$ cat config.mk
export PLATFORM = sky130hd
export DESIGN_NAME = sram_axi4_s
export DESIGN_NICKNAME = d
export VERILOG_FILES = /design/src/rtl/sram_axi4_pkg.sv /design/src/rtl/sram_dp_array.sv /design/src/rtl/sram_axi4_s.sv
export SDC_FILE = /design/constraint.sdc
export NUM_CORES = 2
export LEC_CHECK = 0
export CORE_MARGIN = 5
export CORE_UTILIZATION = 30
export DETAILED_ROUTE_END_ITERATION = 7
export PLACE_DENSITY = 0.51
export SYNTH_ARGS = -nofsm -noshare
export SYNTH_HDL_FRONTEND = slang
export SYNTH_SLANG_ARGS = --single-unit
$ cat constraint.sdc
create_clock -name i_aclk -period 5.9 [get_ports i_aclk]
set_clock_uncertainty 0.2 [all_clocks]
set_input_delay 0.885 -clock i_aclk [delete_from_list [all_inputs] [get_ports i_aclk]]
set_output_delay 0.885 -clock i_aclk [all_outputs]
set_load 0.02 [all_outputs]
$ cat src/rtl/sram_axi4_pkg.sv
// rtl/sram_axi4_pkg.sv - shared types for the sram_axi4_s slave memory
package sram_axi4_pkg;
  localparam int AXI_BEAT_BYTES = 8;

  typedef enum logic [1:0] {
    OKAY   = 2'b00,
    SLVERR = 2'b10
  } resp_t;

  typedef enum logic [1:0] {W_IDLE, W_DATA, W_RESP} w_state_t;
  typedef enum logic [1:0] {R_IDLE, R_LOAD, R_BEAT} r_state_t;
endpackage

$ cat src/rtl/sram_dp_array.sv
// rtl/sram_dp_array.sv - DEPTH x DATA_W array, byte-enabled write port, registered read port
module sram_dp_array #(
  parameter int DEPTH  = 32,
  parameter int DATA_W = 64,
  parameter int AW     = $clog2(DEPTH)
) (
  input  logic                i_clk,
  input  logic                i_rst,
  input  logic                i_we,
  input  logic [AW-1:0]       i_waddr,
  input  logic [DATA_W-1:0]   i_wdata,
  input  logic [DATA_W/8-1:0] i_wstrb,
  input  logic                i_re,
  input  logic [AW-1:0]       i_raddr,
  output logic [DATA_W-1:0]   o_rdata
);
  logic [DATA_W-1:0] r_mem [DEPTH];

  always_ff @(posedge i_clk) begin
    if (i_we) begin
      for (int b = 0; b < DATA_W/8; b++) begin
        if (i_wstrb[b]) r_mem[i_waddr][b*8 +: 8] <= i_wdata[b*8 +: 8];
      end
    end
  end

  // Only the read register is reset; a same-edge write is seen on the next read.
  always_ff @(posedge i_clk or posedge i_rst) begin
    if (i_rst)     o_rdata <= '0;
    else if (i_re) o_rdata <= r_mem[i_raddr];
  end
endmodule

$ cat src/rtl/sram_axi4_s.sv
// rtl/sram_axi4_s.sv - AXI4 INCR-burst slave memory; SRAM_AXI4_S_ERR_EN enables range/wlast error responses
module sram_axi4_s
  import sram_axi4_pkg::*;
#(
  parameter int ADDR_W = 8,
  parameter int DATA_W = 64,
  parameter int DEPTH  = 32
) (
  input  logic                i_aclk,
  input  logic                i_areset,
  input  logic [ADDR_W-1:0]   i_awaddr,
  input  logic [7:0]          i_awlen,
  input  logic                i_awvalid,
  output logic                o_awready,
  input  logic [DATA_W-1:0]   i_wdata,
  input  logic [DATA_W/8-1:0] i_wstrb,
  input  logic                i_wlast,
  input  logic                i_wvalid,
  output logic                o_wready,
  output logic [1:0]          o_bresp,
  output logic                o_bvalid,
  input  logic                i_bready,
  input  logic [ADDR_W-1:0]   i_araddr,
  input  logic [7:0]          i_arlen,
  input  logic                i_arvalid,
  output logic                o_arready,
  output logic [DATA_W-1:0]   o_rdata,
  output logic [1:0]          o_rresp,
  output logic                o_rlast,
  output logic                o_rvalid,
  input  logic                i_rready
);
  localparam int OFF_W = $clog2(AXI_BEAT_BYTES);
  localparam int IDX_W = ADDR_W - OFF_W;
  localparam int AW    = $clog2(DEPTH);

  w_state_t         r_wstate;
  r_state_t         r_rstate;
  logic [IDX_W-1:0] r_widx, r_ridx;
  logic [7:0]       r_awlen, r_wcnt, r_arlen, r_rcnt;
  logic             r_werr, r_awready, r_wready, r_bvalid, r_arready, r_rvalid, r_rlast;
  resp_t            r_bresp, r_rresp;

  logic             w_win_rng, w_rin_rng, w_wbeat_err, w_we, w_re;
  logic [AW-1:0]    w_waddr, w_raddr;
  logic [DATA_W-1:0] w_arr_q;
  logic             w_unused;

  assign w_unused = &{1'b0, i_awaddr[OFF_W-1:0], i_araddr[OFF_W-1:0]};

`ifdef SRAM_AXI4_S_ERR_EN
  assign w_win_rng   = 32'(r_widx) < DEPTH;
  assign w_rin_rng   = 32'(r_ridx) < DEPTH;
  assign w_waddr     = AW'(r_widx);
  assign w_raddr     = AW'(r_ridx);
  assign w_wbeat_err = !w_win_rng || (i_wlast != (r_wcnt == r_awlen));
  assign o_rdata     = (r_rresp == SLVERR) ? '0 : w_arr_q;
`else
  assign w_win_rng   = 1'b1;
  assign w_rin_rng   = 1'b1;
  assign w_waddr     = AW'(32'(r_widx) % DEPTH);
  assign w_raddr     = AW'(32'(r_ridx) % DEPTH);
  assign w_wbeat_err = 1'b0;
  assign o_rdata     = w_arr_q;
`endif

  assign w_we = (r_wstate == W_DATA) && i_wvalid && w_win_rng;
  assign w_re = (r_rstate == R_LOAD) && w_rin_rng;

  sram_dp_array #(.DEPTH(DEPTH), .DATA_W(DATA_W), .AW(AW)) u_array (
    .i_clk   (i_aclk),
    .i_rst   (i_areset),
    .i_we    (w_we),
    .i_waddr (w_waddr),
    .i_wdata (i_wdata),
    .i_wstrb (i_wstrb),
    .i_re    (w_re),
    .i_raddr (w_raddr),
    .o_rdata (w_arr_q)
  );

  always_ff @(posedge i_aclk or posedge i_areset) begin
    if (i_areset) begin
      r_wstate <= W_IDLE;  r_awready <= 1'b1;  r_wready <= 1'b0;
      r_bvalid <= 1'b0;    r_bresp   <= OKAY;  r_werr   <= 1'b0;
      r_widx   <= '0;      r_awlen   <= '0;    r_wcnt   <= '0;
    end else begin
      case (r_wstate)
        W_IDLE: if (i_awvalid) begin
          r_widx    <= i_awaddr[ADDR_W-1:OFF_W];
          r_awlen   <= i_awlen;
          r_wcnt    <= '0;
          r_werr    <= 1'b0;
          r_awready <= 1'b0;
          r_wready  <= 1'b1;
          r_wstate  <= W_DATA;
        end
        W_DATA: if (i_wvalid) begin
          r_widx <= r_widx + 1'b1;
          r_wcnt <= r_wcnt + 8'd1;
          if (w_wbeat_err) r_werr <= 1'b1;
          // A short wlast or a missing wlast both close the burst.
          if (i_wlast || (r_wcnt == r_awlen)) begin
            r_wready <= 1'b0;
            r_bvalid <= 1'b1;
            r_bresp  <= (r_werr || w_wbeat_err) ? SLVERR : OKAY;
            r_wstate <= W_RESP;
          end
        end
        W_RESP: if (i_bready) begin
          r_bvalid  <= 1'b0;
          r_awready <= 1'b1;
          r_wstate  <= W_IDLE;
        end
        default: r_wstate <= W_IDLE;
      endcase
    end
  end

  always_ff @(posedge i_aclk or posedge i_areset) begin
    if (i_areset) begin
      r_rstate <= R_IDLE;  r_arready <= 1'b1;  r_rvalid <= 1'b0;
      r_rlast  <= 1'b0;    r_rresp   <= OKAY;
      r_ridx   <= '0;      r_arlen   <= '0;    r_rcnt   <= '0;
    end else begin
      case (r_rstate)
        R_IDLE: if (i_arvalid) begin
          r_ridx    <= i_araddr[ADDR_W-1:OFF_W];
          r_arlen   <= i_arlen;
          r_rcnt    <= '0;
          r_arready <= 1'b0;
          r_rstate  <= R_LOAD;
        end
        R_LOAD: begin
          r_rvalid <= 1'b1;
          r_rlast  <= (r_rcnt == r_arlen);
          r_rresp  <= w_rin_rng ? OKAY : SLVERR;
          r_rstate <= R_BEAT;
        end
        R_BEAT: if (i_rready) begin
          r_rvalid <= 1'b0;
          r_rlast  <= 1'b0;
          if (r_rlast) begin
            r_arready <= 1'b1;
            r_rstate  <= R_IDLE;
          end else begin
            r_ridx   <= r_ridx + 1'b1;
            r_rcnt   <= r_rcnt + 8'd1;
            r_rstate <= R_LOAD;
          end
        end
        default: r_rstate <= R_IDLE;
      endcase
    end
  end

  assign o_awready = r_awready;
  assign o_wready  = r_wready;
  assign o_bvalid  = r_bvalid;
  assign o_bresp   = r_bresp;
  assign o_arready = r_arready;
  assign o_rvalid  = r_rvalid;
  assign o_rlast   = r_rlast;
  assign o_rresp   = r_rresp;
endmodule

==> results.json <==
{
  "status": "finished clean",
  "crit_start": "r_wstate[1]",
  "vias": 39800,
  "comb_power_share": 0.271,
  "hp-class": "register to register",
  "place.gp.congestion": 0.733,
  "ir_worst_vdd_v": 0.000284,
  "tightestPinTransition_ns": 1.31,
  "clk_latency_ns": 0.89,
  "critical_path_required_ns": 6.15,
  "max_freq_mhz": 261,
  "r2r_slack_ns": 2.06,
  "grtUsageTotal": 0.147,
  "cts_setup_buffers": 0,
  "rsz0062_at_grt": "no",
  "grt_overflow": 0,
  "seqPwrFrac": 0.416,
  "cts_resized": 0,
  "slew_headroom": 0.125,
  "worst-path-max-fanout": 24,
  "period_minus_slack_ns": 3.84,
  "drive_gt1_frac": 0.232,
  "grt_pass1_wl_um": 311000,
  "cts_buffers": 227,
  "powerDensity_mw_per_mm2": 446,
  "worstSetupPathType": "register to register",
  "dp_hpwl_um": 135000,
  "tns_ns": 0,
  "synth_edf_count": 2048,
  "syn-cell-area_mm2": 0.0840,
  "p_sw_mw": 13.0,
  "yosys_warnings": 0,
  "p_int_mw": 30.5,
  "cp.arrival_ns": 4.09,
  "clkTransAtPathRegs_ns": 0.06,
  "areaGrowthSynthToFinish_pct": 16.2,
  "wl_um": 219000,
  "die_w_um": 539,
  "r2r_start": "r_wstate[1]",
  "hold_buffers": 0,
  "cts-root-buf": "clkbuf_16",
  "fin_nets": 4448,
  "dp.cells": 7824,
  "die_h_um": 539,
  "grt_pass1_vias": 41800,
  "power_leakage_nw": 30.6,
  "drtIter0Drc": 3446,
  "max-cap-violations": 0,
  "ys_async_sr_fraction": 0.0536,
  "syn_area_per_cell_um2": 21.0,
  "setup_ws_ns": 2.06,
  "r2r-end": "u_array.r_mem[5][54]",
  "synth-main-ff-cell": "edfxtp_1",
  "synth.distinct_cells": 40,
  "via_per_inst": 4.84,
  "swShare": 0.299,
  "synth_cells": 4004,
  "detailedRoute.firstPassIterationCount": 6,
  "die-area_mm2": 0.291,
  "start_util": 0.301,
  "wire_per_inst_um": 26.6,
  "h-tree-depth": 4,
  "pwr-share-clk": 0.313,
  "core_area_mm2": 0.279,
  "startpoint_type": "register",
  "fillers": 26000,
  "ff2ff_path_depth": 5,
  "setup_viol": 0,
  "drcViolationCount": 0,
  "endpoint_kind": "register",
  "place_ws_ns": 1.80,
  "hold_viol": 0,
  "antenna_left": 0,
  "port_buffers": 175,
  "fin_crit_sh": 0.650,
  "clk_path_buf_depth": 4,
  "rows": 194,
  "pin_count": 186,
  "final_cells": 8239,
  "cts_tree": "built",
  "yosysSeqAreaShare": 0.767,
  "cp-endpoint": "u_array.r_mem[5][54]",
  "cts.sinks": 2164,
  "ys_seq_elements": 2164,
  "maxSlewViolCount": 0,
  "grt_max_degree": 85,
  "antenna_found_initial": 12
}
## flip-flops by register name, summed over array words and instances (netlist names), 2 cells and up
name,cells
u_array.o_rdata,64
r_ridx,5
r_widx,5
r_rstate,2
r_awlen,8
r_arlen,8
r_wcnt,8
u_array.r_mem,2048
r_rcnt,8
r_wstate,2
## worst min path at each step
stage / start / to / depth (start not counted)
global route: o_wready / o_wready / 1
CTS: o_wready / o_wready / 1
finish: o_wready / o_wready / 1
floorplan: o_awready / o_awready / 2
detailed placement: o_wready / o_wready / 1
global placement: o_wready / o_wready / 1
## worst max-delay path, stage by stage (launching register included)
cell and delay, ns:
dfrtp_1 0.47, nor2b_1 0.58, and2_2 0.77, nand2_1 0.35
buf_4 0.32, nor2_1 0.68
## area by class of cell
cell class / count / area (um2) / share of cell area
repair buffers: 322 / 3060 / 0.0313
inverters: 8 / 35.0 / 0.000359
well taps: 3724 / 4660 / 0.0477
clock buffers: 299 / 6110 / 0.0625
flip-flops and latches: 2164 / 64400 / 0.660
multi-input cells: 1606 / 18500 / 0.189
diodes: 3 / 7.51 / 0.0000769
clock inverters: 113 / 892 / 0.00913
## Yosys cell counts (32+ instances only)
master	count	share of area
mux4_2	506	0.14
mux2i_1	203	0.024
nor3_1	63	0.0038
dfrtp_1	114	0.034
edfxtp_1	2048	0.73
a211oi_1	64	0.0057
nand3_1	32	0.0019
nor2b_1	73	0.0054
o22ai_1	65	0.0048
buf_2	92	0.0055
mux2_2	79	0.011
nor2_1	345	0.015
buf_4	38	0.0034
nand2_1	59	0.0026
clkbuf_1	80	0.0036
## power groups by stage
stage | Combinational [mW] | Clock (mW) | Sequential [mW]
final | 11.8 | 13.6 | 18.1
after global placement | 12.0 | 0 | 18.4
after detailed placement | 12.1 | 0 | 18.4
after floorplan | 7.91 | 0 | 18.2
after CTS | 12.1 | 14.0 | 18.1
after global routing | 12.7 | 14.6 | 18.2
## cell usage in the layout (no fill, tap or decap), drive strengths merged, types with 4 or more instances in the layout
master,instances
bufinv,13
clkdlybuf4s50,175
nand2b,8
nand4,6
clkbuf,299
inv,14
nor2b,73
ha,7
edfxtp,2048
nor3,63
o31ai,4
nand2,59
mux2i,203
buf,147
clkinvlp,6
mux2,79
conb,4
nor2,345
nand3,32
a211oi,64
mux4,506
dfrtp,114
a21oi,23
o21ai,12
xor2,15
clkinv,88
o22ai,65
xnor2,12
## through the flow
step | util | area (um2) | power (mW) | hold slack, ns
final | 0.350 | 97700 | 43.5 | 0.280
after global routing | 0.350 | 97700 | 45.4 | 0.300
after CTS | 0.350 | 97700 | 44.2 | 0.285
after detailed placement | 0.325 | 90700 | 30.5 | 0.270
after global placement | 0.325 | 90700 | 30.5 | 0.269
after floorplan | - | 84000 | 26.1 | 0.292
## cell families after synthesis
logic type               after synthesis  synth area share
flip-flops                          2164             0.767
multiplexers                         788             0.170
AND/OR/NAND/NOR                      600            0.0313
buffers and inverters                237            0.0137
AO/OA/AOI/OAI                        180            0.0141
XOR/XNOR                              27           0.00281
adder cells (fa/ha/maj)                7           0.00104
other                                  1         0.0000446
## per-layer routing
layer	track usage	share of wire	vias up
met5	0	0.00014	-
met4	0.0466	0.032	4
met3	0.0281	0.060	297
met2	0.241	0.49	1136
met1	0.197	0.42	21300
li1	-	-	17100
No activity file was read; power rests on OpenSTA's default activity.
